**src/rtl/afp3_rmw_pkg.sv**
```systemverilog
// Shared types and constants for the 1024x4 status-RAM read-modify-write controller.
package afp3_rmw_pkg;

    typedef enum logic [1:0] {
        ST_INIT  = 2'd0,
        ST_RUN   = 2'd1,
        ST_DRAIN = 2'd2
    } state_e;

    localparam int unsigned RAM_DEPTH = 1024;

    localparam logic SRC_A = 1'b0;
    localparam logic SRC_B = 1'b1;

    // Set is applied after clear, so set wins on a shared bit.
    function automatic logic [3:0] rmw_apply(input logic [3:0] old_val,
                                             input logic [3:0] set_mask,
                                             input logic [3:0] clr_mask);
        return (old_val & ~clr_mask) | set_mask;
    endfunction

endpackage

```
**src/rtl/afp3_rr_arb2.sv**
```systemverilog
// Two-requester round-robin arbiter; the registered pointer remembers the last winner.
module afp3_rr_arb2
    import afp3_rmw_pkg::*;
(
    input  logic clk,
    input  logic reset_n,
    input  logic en,
    input  logic req_a,
    input  logic req_b,
    output logic gnt_a,
    output logic gnt_b
);

    logic last_q;

    always_comb begin
        gnt_a = en & req_a & (~req_b | (last_q == SRC_B));
        gnt_b = en & req_b & (~req_a | (last_q == SRC_A));
    end

    // Reset value makes A the preferred winner of the first tie.
    always_ff @(posedge clk or negedge reset_n) begin
        if (!reset_n) begin
            last_q <= SRC_B;
        end else if (gnt_a | gnt_b) begin
            last_q <= gnt_b ? SRC_B : SRC_A;
        end
    end

endmodule

```
**src/rtl/afp3_ram1024x004_rmw_ctl.sv**
```systemverilog
// Init sweep, round-robin A/B arbitration and two-stage read-modify-write with
// write-to-read forwarding around the RAM's same-address collision.
module afp3_ram1024x004_rmw_ctl
    import afp3_rmw_pkg::*;
#(
    parameter logic [3:0]  INIT_VAL   = 4'h0,
    parameter int unsigned DEPTH_LOG2 = 10
) (
    input  logic                  clk,
    input  logic                  reset_n,
    input  logic                  init_req,
    output logic                  init_done,
    input  logic                  a_valid,
    output logic                  a_ready,
    input  logic [DEPTH_LOG2-1:0] a_addr,
    input  logic [3:0]            a_set,
    input  logic [3:0]            a_clr,
    input  logic                  b_valid,
    output logic                  b_ready,
    input  logic [DEPTH_LOG2-1:0] b_addr,
    input  logic [3:0]            b_set,
    input  logic [3:0]            b_clr,
    output logic                  rsp_valid,
    output logic                  rsp_src,
    output logic [DEPTH_LOG2-1:0] rsp_addr,
    output logic [3:0]            rsp_old,
    output logic [3:0]            rsp_new,
    output logic                  ram_wren,
    output logic [DEPTH_LOG2-1:0] ram_wrad,
    output logic [3:0]            ram_data,
    output logic                  ram_rden,
    output logic [DEPTH_LOG2-1:0] ram_rdad,
    input  logic [3:0]            ram_q
);

    localparam logic [DEPTH_LOG2-1:0] LAST_ADDR = {DEPTH_LOG2{1'b1}};

    state_e                state;
    logic [DEPTH_LOG2-1:0] cnt;
    logic                  s1_valid;
    logic                  s1_src;
    logic [DEPTH_LOG2-1:0] s1_addr;
    logic [3:0]            s1_set;
    logic [3:0]            s1_clr;
    logic                  fwd_valid;
    logic [DEPTH_LOG2-1:0] fwd_addr;
    logic [3:0]            fwd_data;
    logic                  gnt_a;
    logic                  gnt_b;
    logic                  arb_en;
    logic                  fwd_hit;
    logic [3:0]            old_val;
    logic [3:0]            new_val;

    assign arb_en = (state == ST_RUN) && !init_req;

    afp3_rr_arb2 u_arb (
        .clk     (clk),
        .reset_n (reset_n),
        .en      (arb_en),
        .req_a   (a_valid),
        .req_b   (b_valid),
        .gnt_a   (gnt_a),
        .gnt_b   (gnt_b)
    );

    always_comb begin
        a_ready  = gnt_a;
        b_ready  = gnt_b;
        ram_rden = gnt_a | gnt_b;
        ram_rdad = gnt_b ? b_addr : a_addr;
        // ram_q is X on a back-to-back same-address read, so it must lose to the forward.
        fwd_hit  = fwd_valid && (fwd_addr == s1_addr);
        old_val  = fwd_hit ? fwd_data : ram_q;
        new_val  = rmw_apply(old_val, s1_set, s1_clr);
        if (state == ST_INIT) begin
            ram_wren = 1'b1;
            ram_wrad = cnt;
            ram_data = INIT_VAL;
        end else begin
            ram_wren = s1_valid;
            ram_wrad = s1_addr;
            ram_data = new_val;
        end
    end

    always_ff @(posedge clk or negedge reset_n) begin
        if (!reset_n) begin
            state     <= ST_INIT;
            cnt       <= '0;
            init_done <= 1'b0;
            s1_valid  <= 1'b0;
            s1_src    <= SRC_A;
            s1_addr   <= '0;
            s1_set    <= '0;
            s1_clr    <= '0;
            fwd_valid <= 1'b0;
            fwd_addr  <= '0;
            fwd_data  <= '0;
            rsp_valid <= 1'b0;
            rsp_src   <= SRC_A;
            rsp_addr  <= '0;
            rsp_old   <= '0;
            rsp_new   <= '0;
        end else begin
            s1_valid <= gnt_a | gnt_b;
            if (gnt_a | gnt_b) begin
                s1_src  <= gnt_b ? SRC_B : SRC_A;
                s1_addr <= gnt_b ? b_addr : a_addr;
                s1_set  <= gnt_b ? b_set : a_set;
                s1_clr  <= gnt_b ? b_clr : a_clr;
            end
            fwd_valid <= s1_valid;
            rsp_valid <= s1_valid;
            if (s1_valid) begin
                fwd_addr <= s1_addr;
                fwd_data <= new_val;
                rsp_src  <= s1_src;
                rsp_addr <= s1_addr;
                rsp_old  <= old_val;
                rsp_new  <= new_val;
            end
            unique case (state)
                ST_INIT: begin
                    cnt <= cnt + DEPTH_LOG2'(1);
                    if (cnt == LAST_ADDR) begin
                        state     <= ST_RUN;
                        init_done <= 1'b1;
                    end
                end
                ST_RUN: begin
                    if (init_req) begin
                        state     <= ST_DRAIN;
                        init_done <= 1'b0;
                    end
                end
                ST_DRAIN: begin
                    if (!s1_valid) begin
                        state <= ST_INIT;
                        cnt   <= '0;
                    end
                end
                default: state <= ST_INIT;
            endcase
        end
    end

endmodule

```
**config.mk**
```make
export PLATFORM = sky130hd
export DESIGN_NAME = afp3_ram1024x004_rmw_ctl
export DESIGN_NICKNAME = d
export VERILOG_FILES = /design/src/rtl/afp3_rmw_pkg.sv /design/src/rtl/afp3_rr_arb2.sv /design/src/rtl/afp3_ram1024x004_rmw_ctl.sv
export SDC_FILE = /design/constraint.sdc
export NUM_CORES = 1
export LEC_CHECK = 0
export ABC_AREA = 0
export CORE_MARGIN = 1
export CORE_UTILIZATION = 47
export CTS_CLUSTER_SIZE = 12
export DETAILED_ROUTE_END_ITERATION = 6
export GPL_ROUTABILITY_DRIVEN = 0
export GPL_TIMING_DRIVEN = 0
export PLACE_DENSITY = 0.81
export SLEW_MARGIN = 10
export SYNTH_ARGS = -nofsm -noshare
export SYNTH_HDL_FRONTEND = slang
export SYNTH_SLANG_ARGS = --single-unit
```
**constraint.sdc**
```tcl
create_clock -name clk -period 2.1 [get_ports clk]
set_input_delay 0.315 -clock clk [delete_from_list [all_inputs] [get_ports clk]]
set_output_delay 0.315 -clock clk [all_outputs]
set_load 0.005 [all_outputs]
```
# == Word-level counts from Yosys, hierarchy flattened ==
# Cells that the tools add are included.
# totals
inputBits,45
output_inout_bits,49
register_bits,54
word_cells,61
# op_classes
add_sub_neg,1
eq_ne,7
reduce_logical,9
n_mux,17
n_bitwise,13
# op_table
cell,n
$mux W10,3
$pmux W10 S2,1
$mux W4,4
$add A10 B1 Y10 const B,1
$eq A10 B10 Y1,1
$eq A10 B10 Y1 const B,1
$mux W2,3
$pmux W2 S3,1
$reduce_and A3 Y1,2
$and A1 B1 Y1,4
$and A4 B4 Y4,1
$mux W1,4
$ne A2 B2 Y1 const B,2
$not A4 Y4,1
$or A4 B4 Y4,1
$reduce_bool A2 Y1,2
$not A1 Y1,3
$or A1 B1 Y1,3
$eq A2 B1 Y1 const B,1
$eq A2 B2 Y1 const B,1
$logic_and A1 B1 Y1,2
$logic_not A2 Y1,1
$ne A2 B1 Y1 const B,1
$pmux W1 S2,1
other kinds (2),2

# == Longest topological paths before layout ==
# depth
word_depth,6
depth_mapped,6
ltp_nobuf,5

# == By module ==
# From an unflattened synthesis, not the netlist that was laid out.
# hier_totals
hier_cells,289
hier_area_um2,2939.1
# modules_own_cells
mod,instances,area_per_inst_um2,cells_each,seq_area_each_um2
afp3_ram1024x004_rmw_ctl,1,2876.5,281,1326.3
afp3_rr_arb2,1,62.6,8,26.3

# == Worst setup path after synthesis ==
# OpenSTA, ideal clock, no wires.
# synth_path
path_kind,reg2out
startpoint,register s1_addr[9]
endpoint,output port ram_data[0]
path_slack_ps,353
path_buffers,1
path_stages_with_launch,6
t_required_ps,1785
t_arrival_ps,1432
path_cell_list,dfrtp_1 -> xor2_1 -> nor4_4 -> and3_2 -> buf_6 -> a221o_1
# synth_via
elab_chain_cells,6
# synth_lines
element,line_no,text
from (decl),afp3_ram1024x004_rmw_ctl.sv:42,logic [DEPTH_LOG2-1:0] s1_addr;
from (signal assigned),afp3_ram1024x004_rmw_ctl.sv:109,s1_addr <= gnt_b ? b_addr : a_addr;
$eq A10 B10 Y1,afp3_ram1024x004_rmw_ctl.sv:73,fwd_hit = fwd_valid && (fwd_addr == s1_addr);
$logic_and A1 B1 Y1,afp3_ram1024x004_rmw_ctl.sv:73,
$mux W4,afp3_ram1024x004_rmw_ctl.sv:74,old_val = fwd_hit ? fwd_data : ram_q;
$and A4 B4 Y4,afp3_rmw_pkg.sv:19,return (old_val & ~clr_mask) | set_mask;
$or A4 B4 Y4,afp3_rmw_pkg.sv:19,
$mux W4,afp3_ram1024x004_rmw_ctl.sv:76,if (state == ST_INIT) begin
to (decl),afp3_ram1024x004_rmw_ctl.sv:30,"output logic [3:0] ram_data,"
# Every way passes these cells.

# == Worst setup path after layout ==
# layout_path
startpoint,register fwd_addr[9]
endpoint,output port ram_data[0]
# layout_via
elab_chain_cells,6
# layout_lines
element,line_no,text
from (decl),afp3_ram1024x004_rmw_ctl.sv:46,logic [DEPTH_LOG2-1:0] fwd_addr;
from (signal assigned),afp3_ram1024x004_rmw_ctl.sv:116,fwd_addr <= s1_addr;
$eq A10 B10 Y1,afp3_ram1024x004_rmw_ctl.sv:73,
$logic_and A1 B1 Y1,afp3_ram1024x004_rmw_ctl.sv:73,
$mux W4,afp3_ram1024x004_rmw_ctl.sv:74,
$and A4 B4 Y4,afp3_rmw_pkg.sv:19,
$or A4 B4 Y4,afp3_rmw_pkg.sv:19,
$mux W4,afp3_ram1024x004_rmw_ctl.sv:76,
# Every way passes these cells.

==> metrics.md <==
| Metric | Value |
|---|---|
| Status | finished with violations |
| Failing checks | setup timing |
| Vias in the first global route | 2877 |
| Max clock buf depth | 2 |
| R2R depth | 10 |
| Pre-Repair DR Iteration Count | 5 |
| Met1 usage | about a third |
| Sequential element share of the synthesized area | between 40% and 50% |
| TritonCTS Sinks | 54 |
| Met3 Usage GRT | 7.000% |
| Post-Syn Instances | 296 |
| Max Clock Freq | 409.4 MHz |
| Starting Density | about 50% |
| Hold Violations, Final | 0 |
| Root buffer selected by CTS | clkbuf_8 |
| FF-to-FF setup slack | -0.08 ns |
| Core region area | 6026 µm² |
| Die Area | 6708 µm² |
| Area of the multi-input gates | 1608 µm² |
| TritonCTS Buffers | 5 |
| Max Transition Viols Final | 0 |
| Relative slew slack | 61.52% |
| Port bufs | 93 |
| Initial DRC count | 240 |
| DR WL/cell | between 15 and 20 µm |
| Synth Area per Inst | 10.14 µm² |
| RSZ-0062 raised after global routing | yes |
| Final setup violation count | 15 |
| WHS Endpoint | fwd_valid$_DFF_PN0_ |
| Detailed Route WL | between 9000 and 10000 µm |
| Yosys top cell area share | 44.20% |
| Period utilisation layout | 116.3% |
| Chip height | 81.90 µm |
| Final WS setup | -0.3424 ns |
| Synth cell count leaders | dfrtp_1, nand2_1, mux2_2, mux2i_1, nor2_1 |
| Kind of critical path | reg2out |
| Hold Crit Class | reg2reg |
| Ys Warns | 0 |
| Placed cell count | 465 |
| Routed Antenna Nets | 0 |
| Final std cells w/o fill | 510 |
| Ratio of cells with drive above 1 in the final layout | 31.03% |
| Critical Path RT | around 1.8 ns |
| Final worst path period need | roughly 2.4 ns |
| Worst-path maximum fanout | 3 |
| Data arrival time of the worst path | between 2 and 2.5 ns |
| Worst r2r src | fwd_addr[9]$_DFFE_PN0P_ |
| WHS | 0.3817 ns |
| VDD IR max | 258.0 µV |
| CTS tree | yes |
| Nature of the critical path endpoint | primary output |
| Leakage | 0.002237 µW |
| Diode count | 0 |
| Die width | 81.90 µm |
| Largest net degree at the start of global routing | 34 |
| DP HPWL | between 5000 and 6000 µm |
| Remaining DRCs | 0 |
| Fill cells | 402 |
| # rows | 28 |
| Vias | 2897 |
| Synth Flop Type | dfrtp_1 |
| Register Area | 1354 µm² |
| Gr busiest metal | met2 |
| Clk pin slew, worst setup/hold paths | around 0.11 ns |
| Hold path depth | 0 |
| Synthesized area | approximately 3000 µm² |
| Area grow syn2layout | 51.96% |
| H-tree depth | 2 |
| Hold path startpoint | s1_valid$_DFF_PN0_ |
| NumNets Final | between 400 and 500 |
| Crit. Startpoint | fwd_addr[9]$_DFFE_PN0P_ |
| Max Clock Skew | about 0.0082 ns |
| Io pins | 94 |
| Initial antenna violation count | 0 |
| Pwr Total | 1823 µW |
| Synth area leader | dfrtp_1 |
| P per Cell Area | roughly 400 nW/µm² |
| R2R Path End | rsp_old[3]$_DFFE_PN0P_ |
| Yosys reg bits | 54 |
| Clock Latency Late Sink | about 0.32 ns |
| Crit path launch type | register |
| GR Util met2 | 48.26% |
| DR vias/cell | 5.680 |
| GRT overflow | 0 |
| Total global-route track usage | 28.39% |
| Ys async rst share | 100.0% |
| Syn Nets | roughly 340 |
| Max-cap violations | 0 |
| First-pass GRT wire length | roughly 14000 µm |
| Yosys cell types | 39 |
| Top post-synthesis cells by area | dfrtp_1, mux2_2, nand2_1, mux2i_1, mux2_4 |
| Post-layout util | approximately three quarters |
| Post-synth EDFFs | 0 |
| Worst-margin pin slew | ~0.58 ns |
==> cells in the final DEF (no fill, tap or decap), types with 5 or more instances in the layout <==
cell type and count:
a21oi_1 10, a31oi_1 7, and2_1 5, buf_2 6, buf_4 31, buf_6 21, buf_8 5, clkbuf_2 11
clkbuf_8 6, clkdlybuf4s50_1 63, dfrtp_1 52, mux2_2 20, mux2_4 11, mux2i_1 15, nand2_1 51, nand3b_1 8
nand4_1 5, nor2_1 14, nor2b_1 8, o21ai_0 14, xor2_1 6
==> metal layers <==
metal | wire, µm | share of wire [%]
met2 | 4893 | 53
met1 | 3681 | 40
met3 | 465 | 5.0
met5 | 0 | 0
met4 | 261 | 2.8
==> flip-flops by register name, summed over array words and instances, names as in the netlist <==
| name | flops |
|---|---|
| fwd_addr | 10 |
| s1_set | 4 |
| s1_clr | 4 |
| s1_src | 1 |
| rsp_old | 4 |
| s1_addr | 10 |
| fwd_valid | 1 |
| rsp_src | 1 |
| u_arb.last_q | 1 |
| fwd_data | 4 |
| cnt | 10 |
| s1_valid | 1 |
| state | 2 |
| init_done | 1 |
==> power by group <==
group	internal [µW]	leakage (µW)	total (µW)	switching (µW)
Sequential	1040	0.000714	1040	0
Clock	242	0.0000489	617	375
Combinational	112	0.00147	167	54.4
Total	1390	0.00224	1820	429
==> what timing repair did <==
action                                  4_1_cts  5_1_grt
setup buffers                                30        7
endpoints found under the hold margin        21        0
hold buffers                                  1        0
gates cloned                                  1        1
pin swaps                                    10        8
resized for setup                           131       34
endpoints found under the setup margin       28       27
==> cells by family (layout without fill, tap and decap cells) <==
family | count (synthesis) | after routing | synth area share [%]
mux | 46 | 46 | 17.76
xor+xnor | 11 | 11 | 3.211
buf+inv | 23 | 162 | 3.878
flops | 54 | 54 | 45.08
simple gates | 112 | 112 | 18.85
compound gates | 49 | 49 | 10.80
fa+ha+maj | 1 | 1 | 0.4169
==> cell type report <==
type / count / area share, %
Multi-Input combinational cell: 219 / 35.26
Sequential cell: 54 / 29.69
Timing Repair Buffer: 133 / 26.84
Buffer: 17 / 3.814
Tap cell: 75 / 2.058
Clock buffer: 5 / 1.509
Clock inverter: 3 / 0.4940
Inverter: 4 / 0.3293
==> how the worst max path moves through the flow <==
stage,endpoint,slack (ns),cells after the start
2_1_floorplan,ram_data[0],0.35,5
3_3_place_gp,s1_addr[8]$_DFFE_PN0P_,-0.88,1
3_5_place_dp,b_ready,-0.64,8
4_1_cts,ram_data[3],-0.25,7
5_1_grt,ram_data[0],-0.37,7
6_report,ram_data[0],-0.34,7
==> worst max-delay path, cell delays in order, from the launching register on <==
cell and delay [ns]:
dfrtp_1 0.44, xor2_2 0.21, nor4_4 0.36, buf_6 0.16, buf_6 0.11, a31oi_1 0.10, a221o_1 0.29, buf_2 0.14
==> through the flow <==
step                setup TNS [ns]  area [µm²]  worst slack [ns]
global placement            -54.95        4025           -0.8793
global route                -2.918        4559           -0.3737
finish                      -2.197        4559           -0.3424
detailed placement          -9.529        4040           -0.6378
floorplan                        0        3000            0.3530
CTS                         -2.065        4504           -0.2506
Note: power is estimated with default switching activity, not from simulation.
